$ cat src/rtl/comparator_pkg.sv
// Shared types, defaults and the golden comparison rule for the comparator sweep driver.
package comparator_pkg;

    localparam int unsigned CMP_WIDTH     = 4;
    localparam int unsigned CMP_SETTLE    = 1;
    localparam int unsigned CMP_MAX_WIDTH = 16;

    typedef enum logic [1:0] {
        ST_IDLE  = 2'd0,
        ST_HOLD  = 2'd1,
        ST_CHECK = 2'd2
    } cmp_state_e;

    typedef struct packed {
        logic equal;
        logic less;
        logic higher;
    } cmp_flags_t;

    // Unsigned reference result; narrower operands are zero-extended by the caller.
    function automatic cmp_flags_t cmp_golden(input logic [CMP_MAX_WIDTH-1:0] a,
                                              input logic [CMP_MAX_WIDTH-1:0] b);
        cmp_flags_t f;
        f.equal  = (a == b);
        f.less   = (a < b);
        f.higher = (a > b);
        return f;
    endfunction

endpackage

$ cat src/rtl/comparator_sweep_driver_if.sv
// Operand/result bus between the sweep driver and the comparator under test.
interface comparator_sweep_driver_if
    import comparator_pkg::*;
#(
    parameter int unsigned WIDTH = CMP_WIDTH
);
    logic [WIDTH-1:0] PORT_A;
    logic [WIDTH-1:0] PORT_B;
    logic             EQUAL;
    logic             LESS;
    logic             HIGHER;

    modport master (
        output PORT_A,
        output PORT_B,
        input  EQUAL,
        input  LESS,
        input  HIGHER
    );

    modport slave (
        input  PORT_A,
        input  PORT_B,
        output EQUAL,
        output LESS,
        output HIGHER
    );
endinterface

$ cat src/rtl/comparator_expect.sv
// Combinational golden model: expected {EQUAL, LESS, HIGHER} for the pair being driven.
module comparator_expect
    import comparator_pkg::*;
#(
    parameter int unsigned WIDTH = CMP_WIDTH
) (
    input  logic [WIDTH-1:0] a_i,
    input  logic [WIDTH-1:0] b_i,
    output cmp_flags_t       exp_c
);

    assign exp_c = cmp_golden(CMP_MAX_WIDTH'(a_i), CMP_MAX_WIDTH'(b_i));

endmodule

$ cat src/rtl/comparator_sweep_driver.sv
// Exhaustive self-checking sweep of a WIDTH-bit magnitude comparator: drives every
// (A,B) pair, holds it SETTLE+1 cycles, checks the flags and keeps error bookkeeping.
module comparator_sweep_driver
    import comparator_pkg::*;
#(
    parameter int unsigned WIDTH  = CMP_WIDTH,
    parameter int unsigned SETTLE = CMP_SETTLE
) (
    input  logic                     CLK,
    input  logic                     RST,
    input  logic                     START,
    comparator_sweep_driver_if.master cmp,
    output logic                     BUSY,
    output logic                     DONE,
    output logic                     PASS,
    output logic [2*WIDTH:0]         ERR_COUNT,
    output logic                     ERR_VALID,
    output logic [WIDTH-1:0]         FIRST_ERR_A,
    output logic [WIDTH-1:0]         FIRST_ERR_B
);

    localparam int unsigned CNT_W      = 2 * WIDTH + 1;
    localparam int unsigned SETTLE_EFF = (SETTLE < 1) ? 1 : SETTLE;
    localparam int unsigned SETTLE_W   = (SETTLE_EFF > 1) ? $clog2(SETTLE_EFF) : 1;

    cmp_state_e           state_q, state_d;
    logic [SETTLE_W-1:0]  settle_q, settle_d;
    logic [WIDTH-1:0]     a_q, a_d;
    logic [WIDTH-1:0]     b_q, b_d;
    logic [CNT_W-1:0]     cnt_q, cnt_d;
    logic                 valid_q, valid_d;
    logic [WIDTH-1:0]     fa_q, fa_d;
    logic [WIDTH-1:0]     fb_q, fb_d;
    logic                 pass_q, pass_d;
    logic                 busy_q, busy_d;
    logic                 done_q, done_d;

    cmp_flags_t           exp_flags;
    cmp_flags_t           obs_flags;
    logic                 mismatch;
    logic                 last_pair;

    comparator_expect #(
        .WIDTH (WIDTH)
    ) u_expect (
        .a_i   (a_q),
        .b_i   (b_q),
        .exp_c (exp_flags)
    );

    assign obs_flags = {cmp.EQUAL, cmp.LESS, cmp.HIGHER};
    // Expected flags are always one-hot, so illegal combinations fall out as mismatches.
    assign mismatch  = (obs_flags != exp_flags);
    assign last_pair = (a_q == '1) && (b_q == '1);

    always_ff @(posedge CLK) begin
        if (RST) begin
            state_q  <= ST_IDLE;
            settle_q <= '0;
            a_q      <= '0;
            b_q      <= '0;
            cnt_q    <= '0;
            valid_q  <= 1'b0;
            fa_q     <= '0;
            fb_q     <= '0;
            pass_q   <= 1'b0;
            busy_q   <= 1'b0;
            done_q   <= 1'b0;
        end else begin
            state_q  <= state_d;
            settle_q <= settle_d;
            a_q      <= a_d;
            b_q      <= b_d;
            cnt_q    <= cnt_d;
            valid_q  <= valid_d;
            fa_q     <= fa_d;
            fb_q     <= fb_d;
            pass_q   <= pass_d;
            busy_q   <= busy_d;
            done_q   <= done_d;
        end
    end

    always_comb begin
        state_d  = state_q;
        settle_d = settle_q;
        a_d      = a_q;
        b_d      = b_q;
        cnt_d    = cnt_q;
        valid_d  = valid_q;
        fa_d     = fa_q;
        fb_d     = fb_q;
        pass_d   = pass_q;
        done_d   = 1'b0;

        unique case (state_q)
            ST_IDLE: begin
                if (START) begin
                    state_d  = ST_HOLD;
                    settle_d = '0;
                    a_d      = '0;
                    b_d      = '0;
                    cnt_d    = '0;
                    valid_d  = 1'b0;
                    fa_d     = '0;
                    fb_d     = '0;
                    pass_d   = 1'b0;
                end
            end

            ST_HOLD: begin
                if (settle_q == SETTLE_W'(SETTLE_EFF - 1)) begin
                    state_d  = ST_CHECK;
                    settle_d = '0;
                end else begin
                    settle_d = settle_q + SETTLE_W'(1);
                end
            end

            ST_CHECK: begin
                if (mismatch) begin
                    cnt_d = cnt_q + CNT_W'(1);
                    if (!valid_q) begin
                        valid_d = 1'b1;
                        fa_d    = a_q;
                        fb_d    = b_q;
                    end
                end
                if (last_pair) begin
                    state_d = ST_IDLE;
                    done_d  = 1'b1;
                    pass_d  = (cnt_d == '0);
                end else begin
                    // B is the inner loop; A steps when B wraps.
                    state_d = ST_HOLD;
                    b_d     = b_q + WIDTH'(1);
                    if (b_q == '1) begin
                        a_d = a_q + WIDTH'(1);
                    end
                end
            end

            default: begin
                state_d = ST_IDLE;
            end
        endcase

        busy_d = (state_d != ST_IDLE);
    end

    assign cmp.PORT_A  = a_q;
    assign cmp.PORT_B  = b_q;
    assign BUSY        = busy_q;
    assign DONE        = done_q;
    assign PASS        = pass_q;
    assign ERR_COUNT   = cnt_q;
    assign ERR_VALID   = valid_q;
    assign FIRST_ERR_A = fa_q;
    assign FIRST_ERR_B = fb_q;

endmodule

$ cat src/flat_wrapper.sv
// flat-port wrapper written by rule: the top's interface ports become plain ports
module comparator_sweep_driver_flat import comparator_pkg::*;
#(
    parameter int unsigned WIDTH  = CMP_WIDTH,
    parameter int unsigned SETTLE = CMP_SETTLE
)
  (CLK, RST, START, BUSY, DONE, PASS, ERR_COUNT, ERR_VALID, FIRST_ERR_A, FIRST_ERR_B, cmp_PORT_A, cmp_PORT_B, cmp_EQUAL, cmp_LESS, cmp_HIGHER);
  comparator_sweep_driver_if #(.WIDTH(WIDTH)) cmp_i ();
  input  logic CLK;
  input  logic RST;
  input  logic START;
  output logic BUSY;
  output logic DONE;
  output logic PASS;
  output logic [2*WIDTH:0] ERR_COUNT;
  output logic ERR_VALID;
  output logic [WIDTH-1:0] FIRST_ERR_A;
  output logic [WIDTH-1:0] FIRST_ERR_B;
  output wire logic [$bits(cmp_i.PORT_A)-1:0] cmp_PORT_A;
  output wire logic [$bits(cmp_i.PORT_B)-1:0] cmp_PORT_B;
  input wire logic [$bits(cmp_i.EQUAL)-1:0] cmp_EQUAL;
  input wire logic [$bits(cmp_i.LESS)-1:0] cmp_LESS;
  input wire logic [$bits(cmp_i.HIGHER)-1:0] cmp_HIGHER;
  assign cmp_PORT_A = cmp_i.PORT_A;
  assign cmp_PORT_B = cmp_i.PORT_B;
  assign cmp_i.EQUAL = cmp_EQUAL;
  assign cmp_i.LESS = cmp_LESS;
  assign cmp_i.HIGHER = cmp_HIGHER;
  comparator_sweep_driver #(.WIDTH(WIDTH), .SETTLE(SETTLE)) u_core (.CLK(CLK), .RST(RST), .START(START), .cmp(cmp_i), .BUSY(BUSY), .DONE(DONE), .PASS(PASS), .ERR_COUNT(ERR_COUNT), .ERR_VALID(ERR_VALID), .FIRST_ERR_A(FIRST_ERR_A), .FIRST_ERR_B(FIRST_ERR_B));
endmodule
$ cat config.mk
export PLATFORM = sky130hd
export DESIGN_NAME = comparator_sweep_driver_flat
export DESIGN_NICKNAME = d
export VERILOG_FILES = /design/src/rtl/comparator_pkg.sv /design/src/rtl/comparator_sweep_driver_if.sv /design/src/rtl/comparator_expect.sv /design/src/rtl/comparator_sweep_driver.sv /design/src/flat_wrapper.sv
export SDC_FILE = /design/constraint.sdc
export NUM_CORES = 1
export LEC_CHECK = 0
export CAP_MARGIN = 20
export CORE_MARGIN = 2
export CORE_UTILIZATION = 30
export DETAILED_ROUTE_END_ITERATION = 7
export GPL_ROUTABILITY_DRIVEN = 0
export SYNTH_ARGS = -nofsm -noshare
export SYNTH_HDL_FRONTEND = slang
export SYNTH_SLANG_ARGS = --single-unit
$ cat constraint.sdc
create_clock -name CLK -period 5.02 [get_ports CLK]
set_input_delay 1.004 -clock CLK [delete_from_list [all_inputs] [get_ports CLK]]
set_output_delay 1.004 -clock CLK [all_outputs]
set_load 0.01 [all_outputs]
==> results_dict.tcl <==
set metrics [dict create \
    status "finished clean" \
    die-area_mm2 0.006326 \
    first_pass_iters 6 \
    avgViaCountPerCell 5.114 \
    clock-sinks 31 \
    maxSlewHeadroom_pct 32.06 \
    clock_latency_ps 290 \
    drive_gt1_share_pct 9.829 \
    synth_area_leader_cell "dfxtp_1" \
    p_clk_share_pct 42.2 \
    p_comb_share_pct 8.6 \
    cts_resized 0 \
    syn_inst 204 \
    syn-num-nets 217 \
    syn_area_mm2 0.001712 \
    grt-busiest-layer "met2" \
    leakage_uw 0.0007355 \
    synth_top_cells_by_area "dfxtp_1 (36%), nor2_1 (5.9%), ha_1 (5.1%), a21oi_1 (4.7%), nand2_1 (4.6%)" \
    p_total_uw 513.8 \
    setup_viol 0 \
    start_kind "input pin" \
    ys_types 52 \
    ant_nets 0 \
    pin_count 35 \
    ir_worst_vdd_mv 0.1001 \
    vias 1565 \
    drt_iter0_drc 96 \
    fp.coreArea_mm2 0.005507 \
    worstPathRequired_ps 5150 \
    max_freq_mhz 340.8 \
    cap_violations 0 \
    ys_ff_latch 31 \
    ff2ff_path_depth 9 \
    r2r_slack_ps 2280 \
    p_sw_uw 123.7 \
    cellPowerDensity_mw_per_mm2 237.1 \
    regArea_um2 620.6 \
    synth-simple-area-share_pct 29.39 \
    portBuffers 34 \
    cts_made_buffers 5 \
    endpoint_kind "flop" \
    antenna_found_initial 0 \
    clockRootBuffer "clkbuf_8" \
    rows 27 \
    multi_input_area_um2 997.2 \
    hold_start "u_core.FIRST_ERR_A[0]" \
    wl_per_cell_um 13.27 \
    critical_path_class "input pin to flop" \
    slew_violations 0 \
    synth_top_family_by_area "simple AND/OR/NAND/NOR gates" \
    fin_crit_sh_pct 58.45 \
    path_clk_slew_ps 70 \
    finalHoldViolations 0 \
    grt_use_met2_pct 20.84 \
    internal_power_uw 390.1 \
    grt_pass1_vias 1487 \
    skew_ps 8.614 \
    r2r-start "u_core.cmp.PORT_B[1]" \
    h-tree-depth 2 \
    antennaDiodeCount 0 \
    grtUsageMet1_pct 18.19 \
    start_util_pct 31.08 \
    grt_pass1_wl_um 6934 \
    postCtsHoldBufs 0 \
    hold_ws_ps 501.5 \
    route.detailed.drc 0 \
    synth_edf_count 0 \
    r2r-end "u_core.ERR_COUNT[7]" \
    swShare_pct 24.07 \
    grt_max_degree 27 \
    muxShareOfSynthArea_pct 0 \
    cts_buffer_depth 2 \
    cts_tree "done" \
    synth_compound_area_share_pct 20.18 \
    track_usage_pct 14.01 \
    final_nets 246 \
    post-cts-setup-buffer-count 0 \
    worst_pin_slew_ps 1016 \
    whs_endpoint "u_core.FIRST_ERR_A[0]" \
    synth_top_area_share_pct 36.26 \
    hold_class "flop to flop" \
    synth_fa_ha_area_share_pct 5.117 \
    wl_um 4060 \
    grtUsageMet3_pct 4.751 \
    rsz0062_at_grt "no" \
    fin_crit_ps 2934 \
    arrival_ps 3070 \
    dpl.hpwl_um 2911 \
    grt_overflow 0 \
    areaGrowthSynthToFinish_pct 26.61 \
    async_flop_share_pct 0 \
    p_seq_share_pct 49.3 \
    synth_xor_area_share_pct 3.582 \
    fill_cells 573 \
    synth_seq_area_share_pct 36.26 \
    min_delay_path_depth 2 \
    syn_avg_cell_area_um2 8.390 \
    fin_setup_tns_ps 0 \
    crit_fanout 12 \
    ys.flop_type "dfxtp_1" \
    die_w_um 79.54 \
    yosysWarningCount 0 \
    die_h_um 79.54 \
]
cell usage after synthesis (2+ instances only):
master,number
inv_1,5
buf_4,2
o21ai_0,3
nor2b_1,2
ha_1,7
nor2_1,27
nor2_4,2
and3_2,2
nand3b_1,2
xnor2_1,3
buf_6,2
xor2_1,4
nand3_1,6
a311oi_1,4
nand4_1,4
clkbuf_1,6
dfxtp_1,31
a21oi_1,16
a211oi_1,2
a22oi_1,9
nor3_1,5
and3_1,3
o21ai_1,3
nand2b_1,3
nand2_1,21
or2_2,3
clkbuf_4,2
metrics by stage:
stage | util [%] | worst slack (ps) | area [um2] | instances
final | 39.35 | 2086 | 2167 | 306
after global routing | 39.35 | 1892 | 2167 | 306
after CTS | 39.35 | 2095 | 2167 | 306
after detailed placement | 37.54 | 1798 | 2067 | 298
after global placement | 37.54 | 1792 | 2067 | 298
after floorplan | - | 2561 | 1712 | 204
layout by cell type (no fill, tap or decap), drive strengths merged, types with 6 or more instances in the layout:
cell type | Yosys | routed
nand3 | 6 | 6
clkdlybuf4s50 | 0 | 34
nor2 | 29 | 29
nand2 | 21 | 21
a21oi | 17 | 17
nor3 | 7 | 7
o21ai | 6 | 6
ha | 7 | 7
a22oi | 9 | 9
clkbuf | 8 | 8
dfxtp | 31 | 31
how the worst max path moves through the flow:
stage | from | endpoint | slack, ps | cells past startpoint
5_1_grt | cmp_HIGHER | u_core.ERR_COUNT[7] | 1890 | 7
3_5_place_dp | cmp_EQUAL | u_core.ERR_COUNT[7] | 1800 | 7
4_1_cts | cmp_LESS | u_core.ERR_COUNT[7] | 2100 | 7
3_3_place_gp | cmp_HIGHER | u_core.ERR_COUNT[7] | 1790 | 7
6_report | cmp_HIGHER | u_core.ERR_COUNT[7] | 2090 | 7
2_1_floorplan | cmp_LESS | u_core.ERR_COUNT[7] | 2560 | 7
layer usage:
| layer | vias up | wire length (um) | part of all wire, % |
|---|---|---|---|
| li1 | 790 | - | - |
| met4 | 0 | 63 | 1.6 |
| met3 | 6 | 212 | 5.2 |
| met1 | 727 | 1948 | 48 |
| met5 | - | 0 | 0 |
| met2 | 42 | 1836 | 45 |
sequential cells by signal, indices dropped and copies added (netlist names):
register            cells
u_core.FIRST_ERR_A      4
u_core.ERR_COUNT        9
u_core.cmp.PORT_B       4
u_core.PASS             1
u_core.DONE             1
u_core.BUSY             1
u_core.FIRST_ERR_B      4
u_core.ERR_VALID        1
u_core.state_q          2
u_core.cmp.PORT_A       4
power groups by stage:
stage | Clock, uW | Combinational, uW | Sequential [uW]
after CTS | 223 | 44.0 | 253
after global placement | 0 | 43.9 | 259
after global routing | 238 | 49.0 | 254
after detailed placement | 0 | 43.8 | 259
final | 217 | 44.0 | 253
after floorplan | 0 | 32.2 | 257
logic make-up after synthesis:
group / count (synthesis)
AND/OR/NAND/NOR: 93
AO/OA/AOI/OAI: 49
flip-flops: 31
buffers and inverters: 17
XOR/XNOR: 7
adder cells (fa/ha/maj): 7
worst max-delay path: stages:
cell	delay (ps)
clkdlybuf4s50_1	480
and2b_1	180
and4_4	180
nor3_2	670
nand3_1	200
o21ai_0	240
a311oi_2	110
layout make-up:
cell class / count / area share, %
inverters: 5 / 0.8661
repair buffers: 34 / 15.70
flip-flops and latches: 31 / 28.64
multi-input cells: 156 / 46.02
clock buffers: 8 / 4.619
well taps: 72 / 4.157
Power figures use the tool's default switching activity.
